[src/rtl/mbtrain_pkg.sv]
// Shared types and constants for the MBTRAIN sideband arbiter and its owner selector.
package mbtrain_pkg;

    localparam int unsigned SB_MSG_W = 4;

    // Arbiter FSM states
    typedef enum logic [1:0] {
        StIdle     = 2'd0,
        StSend     = 2'd1,
        StWaitFall = 2'd2,
        StDone     = 2'd3
    } sb_state_e;

    // Encoder owner
    typedef enum logic {
        OwnTx = 1'b0,
        OwnRx = 1'b1
    } sb_owner_e;

    // Sideband message codes
    localparam logic [SB_MSG_W-1:0] SbSelfcalStartReq = 4'b0001;
    localparam logic [SB_MSG_W-1:0] SbSelfcalEndResp  = 4'b0010;

endpackage

[src/rtl/mbtrain_sb_prio_sel.sv]
// Combinational owner select between the TX- and RX-side requesters.
// Define MBTRAIN_SB_ARB_RR_EN for round-robin on contention; otherwise RX always beats TX.
module mbtrain_sb_prio_sel
    import mbtrain_pkg::*;
(
    input  logic      tx_valid_i,
    input  logic      rx_valid_i,
    input  sb_owner_e last_owner_i,
    output sb_owner_e owner_o
);

`ifdef MBTRAIN_SB_ARB_RR_EN
    // On contention hand the encoder to whoever did not own it last
    always_comb begin
        owner_o = OwnTx;
        if (tx_valid_i && rx_valid_i) begin
            owner_o = (last_owner_i == OwnRx) ? OwnTx : OwnRx;
        end else if (rx_valid_i) begin
            owner_o = OwnRx;
        end
    end
`else
    // History and TX valid do not affect a fixed-priority pick
    logic unused_sel;
    assign unused_sel = ^{last_owner_i, tx_valid_i};

    // Responses first so they never queue behind new requests
    always_comb begin
        owner_o = rx_valid_i ? OwnRx : OwnTx;
    end
`endif

endmodule

[src/rtl/mbtrain_sb_arbiter.sv]
// Shares the MBTRAIN sideband encoder between the TX-side and RX-side sub-FSMs: grants one owner,
// drives its latched message, waits for encoder busy to fall and reports done or timeout.
// Optional feature macro: MBTRAIN_SB_ARB_RR_EN (round-robin arbitration on contention).
module mbtrain_sb_arbiter
    import mbtrain_pkg::*;
#(
    parameter int unsigned MSG_W       = SB_MSG_W,
    parameter int unsigned TIMEOUT_CYC = 1024,
    parameter int unsigned CNT_W       = 11
) (
    input  logic             clk,
    input  logic             rst_n,
    input  logic             i_en,
    input  logic             i_req_tx_valid,
    input  logic [MSG_W-1:0] i_req_tx_msg,
    input  logic             i_req_rx_valid,
    input  logic [MSG_W-1:0] i_req_rx_msg,
    input  logic             i_sb_busy,
    output logic             o_sb_valid,
    output logic [MSG_W-1:0] o_sb_msg,
    output logic             o_grant_tx,
    output logic             o_grant_rx,
    output logic             o_done_tx,
    output logic             o_done_rx,
    output logic             o_timeout_err
);

    localparam logic [CNT_W-1:0] CntLast = CNT_W'(TIMEOUT_CYC - 1);

    sb_state_e        state_q, state_d;
    sb_owner_e        owner_q, owner_d;
    sb_owner_e        sel_owner;
    sb_owner_e        last_owner;
    logic             busy_q;
    logic             busy_fall;
    logic [CNT_W-1:0] cnt_q, cnt_d;
    logic             valid_q, valid_d;
    logic [MSG_W-1:0] msg_q, msg_d;
    logic             grant_tx_q, grant_tx_d;
    logic             grant_rx_q, grant_rx_d;
    logic             done_tx_q, done_tx_d;
    logic             done_rx_q, done_rx_d;
    logic             tmo_q, tmo_d;

`ifdef MBTRAIN_SB_ARB_RR_EN
    sb_owner_e last_owner_q, last_owner_d;

    // Owner of the most recent completed transfer, for round-robin
    always_ff @(posedge clk or negedge rst_n) begin
        if (!rst_n) begin
            last_owner_q <= OwnRx;
        end else begin
            last_owner_q <= last_owner_d;
        end
    end

    assign last_owner = last_owner_q;
`else
    assign last_owner = OwnRx;
`endif

    assign busy_fall = busy_q & ~i_sb_busy;

    mbtrain_sb_prio_sel u_prio_sel (
        .tx_valid_i   (i_req_tx_valid),
        .rx_valid_i   (i_req_rx_valid),
        .last_owner_i (last_owner),
        .owner_o      (sel_owner)
    );

    // Next-state and registered-output logic; enable low overrides everything
    always_comb begin
        state_d    = state_q;
        owner_d    = owner_q;
        cnt_d      = '0;
        valid_d    = valid_q;
        msg_d      = msg_q;
        grant_tx_d = grant_tx_q;
        grant_rx_d = grant_rx_q;
        done_tx_d  = 1'b0;
        done_rx_d  = 1'b0;
        tmo_d      = tmo_q;
`ifdef MBTRAIN_SB_ARB_RR_EN
        last_owner_d = last_owner_q;
`endif
        if (!i_en) begin
            state_d    = StIdle;
            valid_d    = 1'b0;
            msg_d      = '0;
            grant_tx_d = 1'b0;
            grant_rx_d = 1'b0;
            tmo_d      = 1'b0;
        end else begin
            unique case (state_q)
                StIdle: begin
                    if ((i_req_tx_valid || i_req_rx_valid) && !tmo_q) begin
                        owner_d    = sel_owner;
                        msg_d      = (sel_owner == OwnRx) ? i_req_rx_msg : i_req_tx_msg;
                        valid_d    = 1'b1;
                        grant_tx_d = (sel_owner == OwnTx);
                        grant_rx_d = (sel_owner == OwnRx);
                        state_d    = StSend;
                    end
                end
                StSend: begin
                    cnt_d = cnt_q + 1'b1;
                    if (cnt_q == CntLast) begin
                        tmo_d      = 1'b1;
                        valid_d    = 1'b0;
                        msg_d      = '0;
                        grant_tx_d = 1'b0;
                        grant_rx_d = 1'b0;
                        state_d    = StIdle;
                    end else if (i_sb_busy) begin
                        valid_d = 1'b0;
                        state_d = StWaitFall;
                    end
                end
                StWaitFall: begin
                    cnt_d = cnt_q + 1'b1;
                    // A fall on the final cycle still counts as delivered
                    if (busy_fall) begin
                        done_tx_d  = (owner_q == OwnTx);
                        done_rx_d  = (owner_q == OwnRx);
                        msg_d      = '0;
                        grant_tx_d = 1'b0;
                        grant_rx_d = 1'b0;
                        state_d    = StDone;
                    end else if (cnt_q == CntLast) begin
                        tmo_d      = 1'b1;
                        msg_d      = '0;
                        grant_tx_d = 1'b0;
                        grant_rx_d = 1'b0;
                        state_d    = StIdle;
                    end
                end
                StDone: begin
`ifdef MBTRAIN_SB_ARB_RR_EN
                    last_owner_d = owner_q;
`endif
                    state_d = StIdle;
                end
                default: state_d = StIdle;
            endcase
        end
    end

    // State, counter and output registers
    always_ff @(posedge clk or negedge rst_n) begin
        if (!rst_n) begin
            state_q    <= StIdle;
            owner_q    <= OwnRx;
            busy_q     <= 1'b0;
            cnt_q      <= '0;
            valid_q    <= 1'b0;
            msg_q      <= '0;
            grant_tx_q <= 1'b0;
            grant_rx_q <= 1'b0;
            done_tx_q  <= 1'b0;
            done_rx_q  <= 1'b0;
            tmo_q      <= 1'b0;
        end else begin
            state_q    <= state_d;
            owner_q    <= owner_d;
            busy_q     <= i_sb_busy;
            cnt_q      <= cnt_d;
            valid_q    <= valid_d;
            msg_q      <= msg_d;
            grant_tx_q <= grant_tx_d;
            grant_rx_q <= grant_rx_d;
            done_tx_q  <= done_tx_d;
            done_rx_q  <= done_rx_d;
            tmo_q      <= tmo_d;
        end
    end

    assign o_sb_valid    = valid_q;
    assign o_sb_msg      = msg_q;
    assign o_grant_tx    = grant_tx_q;
    assign o_grant_rx    = grant_rx_q;
    assign o_done_tx     = done_tx_q;
    assign o_done_rx     = done_rx_q;
    assign o_timeout_err = tmo_q;

endmodule

[config.mk]
export PLATFORM = sky130hd
export DESIGN_NAME = mbtrain_sb_arbiter
export DESIGN_NICKNAME = d
export VERILOG_FILES = /design/src/rtl/mbtrain_pkg.sv /design/src/rtl/mbtrain_sb_prio_sel.sv /design/src/rtl/mbtrain_sb_arbiter.sv
export SDC_FILE = /design/constraint.sdc
export NUM_CORES = 1
export LEC_CHECK = 0
export ABC_AREA = 1
export CAP_MARGIN = 20
export CORE_AREA = 2 2 62 52
export DETAILED_ROUTE_END_ITERATION = 7
export DIE_AREA = 0 0 64 54
export GPL_ROUTABILITY_DRIVEN = 0
export PLACE_DENSITY = 0.85
export SKIP_CTS_REPAIR_TIMING = 1
export SYNTH_ARGS = -nofsm -noshare
export SYNTH_HDL_FRONTEND = slang
export SYNTH_SLANG_ARGS = --single-unit
[constraint.sdc]
create_clock -name clk -period 1.8 [get_ports clk]
set_input_delay 0.18 -clock clk [delete_from_list [all_inputs] [get_ports clk]]
set_output_delay 0.18 -clock clk [all_outputs]
set_load 0.01 [all_outputs]
==> results.cfg <==
[clock_tree]
clock_tree.root_cell = sky130_fd_sc_hd__clkbuf_4
tritoncts_num_sinks = 25
tritoncts = yes
htree_levels = 1
clock_tree.buffer_depth = 2
path_clk_slew_ns = 0.15
number_of_cts_inserted_buffers = 3
insertion_delay_ns = 0.33

[timing]
final_min_period_over_clock_period_pct = 88.4
final_worst_path_period_need_ns = 1.59
achievable-frequency_mhz = 629
count_of_final_hold_check_violations = 0
headroom_to_the_max_slew_limit_pct = 78.9
slew_viol_final = 0
rsz0062_at_grt = no
final-setup-viol-count = 0
finalSetupTns_ns = 0
fin_worst_skew_ns = 0.0112
worst_pin_slew_ns = 0.316

[layout]
layout.nets = 228
layout-drive-gt1-share_pct = 12.4
post-route-cell-area_um2 = 1760
syn2layout_area_growth_pct = 22.6
final_design_utilization_pct = 60.5
post_layout_nonfiller_instances = 249
antenna_cells_inserted = 0

[worst_setup_path]
critPathKind = reg2out
worst_ep_arrival_time_ns = 1.41
startpoint_type = register
critical_path_required_ns = 1.62
critical_path.max_stage_delay_ns = 0.58
worstSetupEndpointType = output port
critical-path-slowest-cell = sky130_fd_sc_hd__clkdlybuf4s50_1
crit_buf_inv = 1
timing.critical_path.fanout_max = 4
ordered_cell_list_for_the_critical_path = clkdlybuf4s50_1
critPathTopFamily = buffers and inverters

[power_and_ir_drop]
total_leakage_power_nw = 0.827
irDropWorstVdd_v = 0.000645
power.total_mw = 1.87
power.density_nw_per_um2 = 1060

[yosys]
netlist.top_cell.by_area = sky130_fd_sc_hd__dfrtp_1
synth.yosys.seq_area_share_pct = 43.7
syn-num-nets = 198
seq_cells_post_synth = 25
number_of_enable_flip_flop_cells_after_synthesis = 0
synth_largest_type_area_fraction_pct = 41.9
yosys-top-cells-area = sky130_fd_sc_hd__dfrtp_1 42%, sky130_fd_sc_hd__nand2_1 13%, sky130_fd_sc_hd__nor2_1 6.0%
synth_cell_type_count = 26
synth_async_sr_flop_share_pct = 100
synth_top_flop_cell = sky130_fd_sc_hd__dfrtp_1
syn_inst = 180
synth_area_per_cell_um2 = 7.97
synth_top_cells_by_count = 50 x sky130_fd_sc_hd__nand2_1, 24 x sky130_fd_sc_hd__dfrtp_1, 23 x sky130_fd_sc_hd__nor2_1
synthMostInstantiatedCell = sky130_fd_sc_hd__nand2_1
syn_area_um2 = 1430
synth_warnings = 0

[global_routing]
antenna_violations_before_repair = 0
grt_use_total_pct = 18.8
grt_pass1_vias = 1121
grt_start_max_net_pins = 26
overflow = 0
grt_pass1_wl_um = 4900

[routing]
remaining_drc_errors = 0
antenna_left = 0
wl_um = 2920
drtPass1Iterations = 4
routed-via-count = 1219
wl_per_cell_um = 11.7
viasPerCell = 4.90
drt_iter0_drc = 42

[status]
run_status = finished, final reports clean

[placed_design]
detailed_place_hpwl_um = 2210
placedInstanceArea_um2 = 1730
dpl.cell_count = 245
placement.io_buffers = 23

[die]
i_o_pin_cnt = 24
dieHeight_um = 54
die_area_um2 = 3460
design.core.area_um2 = 2910
rows = 18
dieWidth_um = 64
initial_utilization_pct = 49.4

[flow_run]
drv_cap = 0

[hold_path]
hold_path_class = in2async
[registers in the layout, indices dropped and copies added (netlist names)]
name	cells
o_grant_rx	1
busy_q	1
owner_q	1
state_q	2
o_done_tx	1
o_grant_tx	1
cnt_q	11
o_done_rx	1
o_timeout_err	1
o_sb_msg	4
o_sb_valid	1
[where the power goes]
group	switching [mW]	total [mW]	internal (mW)
Combinational	0.477	0.851	0.374
Clock	0.176	0.261	0.0851
Sequential	0.0859	0.758	0.672
[cell usage in the layout (no fill, tap or decap), types with 4 or more instances in the layout]
cell type / Yosys / final
sky130_fd_sc_hd__dfrtp_1: 24 / 24
sky130_fd_sc_hd__ha_1: 4 / 4
sky130_fd_sc_hd__nand3b_1: 4 / 4
sky130_fd_sc_hd__buf_4: 0 / 4
sky130_fd_sc_hd__nand2_1: 50 / 50
sky130_fd_sc_hd__clkdlybuf4s50_1: 0 / 23
sky130_fd_sc_hd__o21ai_0: 9 / 9
sky130_fd_sc_hd__nor2_4: 4 / 4
sky130_fd_sc_hd__nand3_1: 7 / 7
sky130_fd_sc_hd__a21oi_1: 10 / 10
sky130_fd_sc_hd__nor2_1: 23 / 23
sky130_fd_sc_hd__inv_1: 19 / 19
[area by class of cell]
cell class              count  area, µm²
flip-flops and latches     25        627
multi-input cells         133        716
inverters                  20       75.1
repair buffers             27        260
fillers                   261       1150
clock buffers               3       22.5
clock inverters             1       7.51
well taps                  40       50.0
[per-layer routing]
layer / vias up / GRT usage (%) / routed length, µm
li1: 632 / - / -
met1: 551 / 23.3 / 1370
met2: 29 / 31.8 / 1350
met3: 7 / 4.60 / 114
met4: 0 / 7.97 / 81
met5: - / 0 / 0
[path summary, 6_finish.rpt]
| check | startpoint | cells past startpoint | slack [ns] | to |
|---|---|---|---|---|
| setup / recovery | o_timeout_err | 1 | 0.21 | o_timeout_err |
| hold / removal | rst_n | 2 | 0.19 | cnt_q[8] |
| setup reg to reg | state_q[0] | 8 | 0.22 | o_sb_msg[2] |
| hold reg to reg | cnt_q[0] | 1 | 0.48 | cnt_q[0] |
| max in group asynchronous | rst_n | 2 | 1.33 | owner_q |
| min in group clk | i_sb_busy | 1 | 0.34 | busy_q |
[per-stage QoR]
stage | hold WS, ns | setup slack (ns)
floorplan | -0.116 | 0.464
global placement | 0.448 | 0.210
detailed placement | 0.458 | 0.199
CTS | 0.190 | 0.201
global route | 0.186 | 0.129
finish | 0.189 | 0.209
[kinds of logic after synthesis]
| family | count (synthesis) | share of synthesized area (%) |
|---|---|---|
| adders and majority gates | 4 | 3.49 |
| and+or+nand+nor | 103 | 35.1 |
| DFF | 25 | 43.7 |
| buffers and inverters | 22 | 6.37 |
| AOI/OAI and AO/OA | 24 | 9.95 |
| muxes | 2 | 1.40 |
Note: power is estimated with default switching activity, not from simulation.
